==> src/rtl/cnt_pkg.sv <==
// cnt_pkg: shared constants and helpers for the up/down modulo counter family.
// Rev 1.0
`default_nettype none

package cnt_pkg;

  localparam logic DIR_DN    = 1'b0;
  localparam logic DIR_UP    = 1'b1;
  localparam logic MODE_WRAP = 1'b0;
  localparam logic MODE_SAT  = 1'b1;

  // Width of a counter holding 0..n-1, never less than one bit.
  function automatic int clog2(input int n);
    int r;
    r = 0;
    while ((1 << r) < n) r++;
    return (r < 1) ? 1 : r;
  endfunction

endpackage

`default_nettype wire

==> src/rtl/cnt_presc.sv <==
// cnt_presc: enable prescaler, one tick every PRESC enabled cycles.
// Rev 1.0
`default_nettype none

module cnt_presc
  import cnt_pkg::*;
#(
  parameter int PRESC = 1
) (
  input  logic clk,
  input  logic rst,
  input  logic en,
  input  logic sync_clr,
  output logic tick
);

  generate
    if (PRESC == 1) begin : g_pass
      logic unused_presc;
      assign unused_presc = ^{clk, rst, sync_clr};
      assign tick = en;
    end else begin : g_div
      localparam int            PW   = clog2(PRESC);
      localparam logic [PW-1:0] LAST = PW'(PRESC - 1);

      logic [PW-1:0] pre_q;
      logic [PW-1:0] pre_d;

      always_comb begin
        pre_d = pre_q;
        if (sync_clr) begin
          pre_d = '0;
        end else if (en) begin
          pre_d = (pre_q == LAST) ? '0 : pre_q + PW'(1);
        end
      end

      always_ff @(posedge clk or negedge rst) begin
        if (!rst) begin
          pre_q <= '0;
        end else begin
          pre_q <= pre_d;
        end
      end

      assign tick = en && !sync_clr && (pre_q == LAST);
    end
  endgenerate

endmodule

`default_nettype wire

==> src/rtl/cnt_mod_updn.sv <==
// cnt_mod_updn: parametrised up/down counter, programmable terminal, wrap/saturate.
// Rev 1.0
`default_nettype none

module cnt_mod_updn
  import cnt_pkg::*;
#(
  parameter int WIDTH = 4,
  parameter int PRESC = 1
) (
  input  logic             clk,
  input  logic             rst,
  input  logic             en,
  input  logic             clr,
  input  logic             load,
  input  logic [WIDTH-1:0] load_val,
  input  logic             dir,
  input  logic             sat,
  input  logic [WIDTH-1:0] max_val,
  output logic [WIDTH-1:0] cnt,
  output logic             tc,
  output logic             wrap,
  output logic             ovf
);

  logic [WIDTH-1:0] cnt_q, cnt_d;
  logic             wrap_q, wrap_d;
  logic             ovf_q, ovf_d;
  logic             step;

  cnt_presc #(
    .PRESC(PRESC)
  ) u_presc (
    .clk     (clk),
    .rst     (rst),
    .en      (en),
    .sync_clr(clr | load),
    .tick    (step)
  );

  // Range checks come first so no step ever depends on arithmetic rollover.
  always_comb begin
    cnt_d  = cnt_q;
    wrap_d = 1'b0;
    ovf_d  = ovf_q;
    if (clr) begin
      cnt_d = '0;
      ovf_d = 1'b0;
    end else if (load) begin
      cnt_d = load_val;
    end else if (step) begin
      if (dir == DIR_UP) begin
        if (cnt_q < max_val) begin
          cnt_d = cnt_q + WIDTH'(1);
        end else if (sat == MODE_WRAP) begin
          cnt_d  = '0;
          wrap_d = 1'b1;
        end else begin
          ovf_d = 1'b1;
        end
      end else begin
        if (cnt_q > max_val) begin
          cnt_d = max_val;
        end else if (cnt_q != '0) begin
          cnt_d = cnt_q - WIDTH'(1);
        end else if (sat == MODE_WRAP) begin
          cnt_d  = max_val;
          wrap_d = 1'b1;
        end else begin
          ovf_d = 1'b1;
        end
      end
    end
  end

  always_ff @(posedge clk or negedge rst) begin
    if (!rst) begin
      cnt_q  <= '0;
      wrap_q <= 1'b0;
      ovf_q  <= 1'b0;
    end else begin
      cnt_q  <= cnt_d;
      wrap_q <= wrap_d;
      ovf_q  <= ovf_d;
    end
  end

  assign cnt  = cnt_q;
  assign wrap = wrap_q;
  assign ovf  = ovf_q;
  assign tc   = (dir == DIR_UP) ? (cnt_q >= max_val) : (cnt_q == '0);

endmodule

`default_nettype wire

==> config.mk <==
export PLATFORM = sky130hd
export DESIGN_NAME = cnt_mod_updn
export DESIGN_NICKNAME = d
export VERILOG_FILES = /design/src/rtl/cnt_pkg.sv /design/src/rtl/cnt_presc.sv /design/src/rtl/cnt_mod_updn.sv
export SDC_FILE = /design/constraint.sdc
export NUM_CORES = 1
export LEC_CHECK = 0
export CAP_MARGIN = 5
export CORE_MARGIN = 10
export CORE_UTILIZATION = 45
export DETAILED_ROUTE_END_ITERATION = 10
export GPL_ROUTABILITY_DRIVEN = 0
export PLACE_DENSITY = 0.77
export SYNTH_ARGS = -nofsm -noshare
export SYNTH_HDL_FRONTEND = slang
export SYNTH_SLANG_ARGS = --single-unit
==> constraint.sdc <==
create_clock -name clk -period 2.4 [get_ports clk]
set_input_delay 0.6 -clock clk [delete_from_list [all_inputs] [get_ports clk]]
set_output_delay 0.6 -clock clk [all_outputs]
set_load 0.005 [all_outputs]
==> flow_summary.yaml <==
status:
  outcome: "finished clean"
routing:
  viasPerCell: 5.681
  vias: 767
  drt_wl_total_um: 2295
  wire_per_inst_um: 17.00
  drc: 0
  drtPass1Iterations: 4
  ant_nets: 0
  drtIter0Drc: 13
finish:
  finalNonFillerCells: 135
  register_area_um2: 150.1
  drive_gt1_share_pct: 31.93
  multi_input_area_um2: 565.5
  finish.utilization_pct: 75.04
  area_growth_syn_to_layout_pct: 60.90
  stdcell_area_um2: 1117
  diodes: 0
  nets: 142
  fillers: 116
cts:
  clkTransAtPathRegs_ps: 50
  cts_tree: "done"
  root_buffer: "clkbuf_4"
  holdBufCountCts: 0
  cts_sinks: 6
  cts_max_path_buffers: 2
  cts_max_level: 1
  clk_latency_ps: 250
  numCtsBuffers: 3
timing:
  finalMaxSlewViolations: 0
  rsz0062_at_grt: "false"
  fin_crit_sh_pct: 97.35
  tightest_slew_ps: 365.2
  maxSlewHeadroom_pct: 75.58
  fin_worst_skew_ps: 9.255
  finalSetupViolations: 0
  fmax_mhz: 428.0
  setup_tns_ps: 0
  hold_viol: 0
  fin_crit_ps: 2336
hold_path:
  worstHoldPathType: "reg2reg"
die:
  pin_count: 22
  die_h_um: 59.28
  dieArea_um2: 3514
  die_w_um: 59.28
  initial_core_util_pct: 46.64
  core_area_um2: 1489
  fp-row-count: 14
global_route:
  antenna_found_initial: 0
  grt_pass1_vias: 810
  grt_start_max_net_pins: 12
  grt_use_total_pct: 13.63
  grt_pass1_wl_um: 3774
  grt.overflow.total: 0
worst_setup_path:
  critPathKind: "in2reg"
  crit_fanout: 4
  critPathRequiredTime_ps: 2530
  crit_arrival_ps: 2460
  cp-start-kind: "input pin"
  end_kind: "flip-flop"
synthesis:
  ys_types: 44
  syn_area_per_cell_um2: 8.573
  async_reset_ff_share_pct: 100.0
  synth_area_um2: 694.4
  yosys_most_used_dff: "dfrtp_1"
  ys_ff_latch: 6
  synth-seq-area-share_pct: 21.62
  postSynthCellCount: 81
  syn_nets: 102
  synth_edf_count: 0
  ys_warn_count: 0
power:
  powerDensity_nw_per_um2: 453.6
  peakVddDrop_uv: 310.7
  p_leak_nw: 0.5068
flow_run:
  max_cap_violations: 0
place:
  dp_cells: 130
  placed_area_um2: 1022
  port_buffers: 21
  hpwl_um: 1763
metrics by stage:
step	total power, mW	hold slack (ps)	worst slack (ps)
3_3_place_gp	0.3705	502.0	-660.0
5_1_grt	0.5411	557.8	9.022
4_1_cts	0.4956	519.8	10.74
2_1_floorplan	0.2611	304.4	146.1
3_5_place_dp	0.3778	499.3	-715.4
6_report	0.5068	516.0	63.52
flip-flops by register name, indices dropped and copies added (netlist names):
register / flops
ovf: 1
wrap: 1
cnt: 4
final timing paths:
| path | startpoint | to | slack, ps | cells past startpoint |
|---|---|---|---|---|
| max | max_val[0] | cnt[0] | 60 | 10 |
| min | ovf | ovf | 520 | 2 |
| max reg2reg | cnt[0] | cnt[0] | 200 | 10 |
| min reg2reg | ovf | ovf | 520 | 2 |
| max in group asynchronous | rst | cnt[0] | 1590 | 1 |
| min in group asynchronous | rst | cnt[3] | 590 | 1 |
area by class of cell:
cell class / count / area share, %
sequential: 6 / 13.44
clock buffer: 3 / 2.016
tap: 16 / 1.792
inverter: 9 / 3.024
multi-input combinational: 63 / 50.62
timing repair buffer: 38 / 29.12
worst max-delay path: stages:
cell and delay, ps:
dlygate4sd2_1 250, ha_2 190, nand3b_1 200, buf_4 160, buf_4 130, nand3b_4 100, a21boi_4 70, a221o_1 370
a32o_1 200, a31o_1 180
cells in the mapped netlist (2+ instances only):
master	n	area [um2]
a21o_1	2	15.01
dfrtp_1	6	150.1
xnor2_1	2	17.52
clkbuf_1	2	7.510
o21ai_0	3	15.01
nand2_1	5	18.77
nor2_1	4	15.01
nor3_1	3	15.01
o22ai_1	2	12.51
nand3_1	3	15.01
a21oi_1	3	15.01
ha_1	6	75.07
inv_1	9	33.78
routing by layer:
metal	routed length [um]	GRT usage [%]	part of all wire (%)	vias to the layer above
li1	-	-	-	385
met1	903	14.41	39	347
met2	1226	23.92	53	29
met3	114	3.648	5.0	6
met4	50	6.885	2.2	0
met5	0	0	0	-
timing repair:
item,in CTS,in global routing
pin swaps,6,6
endpoints found under the setup margin,5,3
buffers inserted,2,0
endpoints found under the hold margin,0,0
gates resized for setup,16,6
cell families after synthesis:
group                      count (synthesis)  share of synthesized area, %
and+or+nand+nor                           25                         21.62
buffers and inverters                     12                         7.027
xor gates and xnor gates                   3                         3.784
DFF                                        6                         21.62
AOI/OAI and AO/OA                         27                         32.07
muxes                                      2                         3.063
adders and majority gates                  6                         10.81
layout by cell type (no fill, tap or decap), types with 2 or more instances in the layout:
cell type,count
clkdlybuf4s50_1,16
nor3_1,3
dfrtp_1,6
nand3_1,3
a21oi_1,3
inv_1,6
a21o_1,2
buf_4,17
xnor2_1,2
dlygate4sd2_1,2
clkbuf_4,3
o21ai_0,3
ha_1,2
ha_4,3
nor2_1,4
nand2_1,5
o22ai_1,2
inv_2,3
report_power, final:
part,total (mW),leakage [nW],switching (mW),internal [mW]
Combinational,0.294,0.413,0.134,0.160
Sequential,0.117,0.0802,0.00790,0.109
Clock,0.0963,0.0138,0.0395,0.0568
Power figures use the tool's default switching activity.
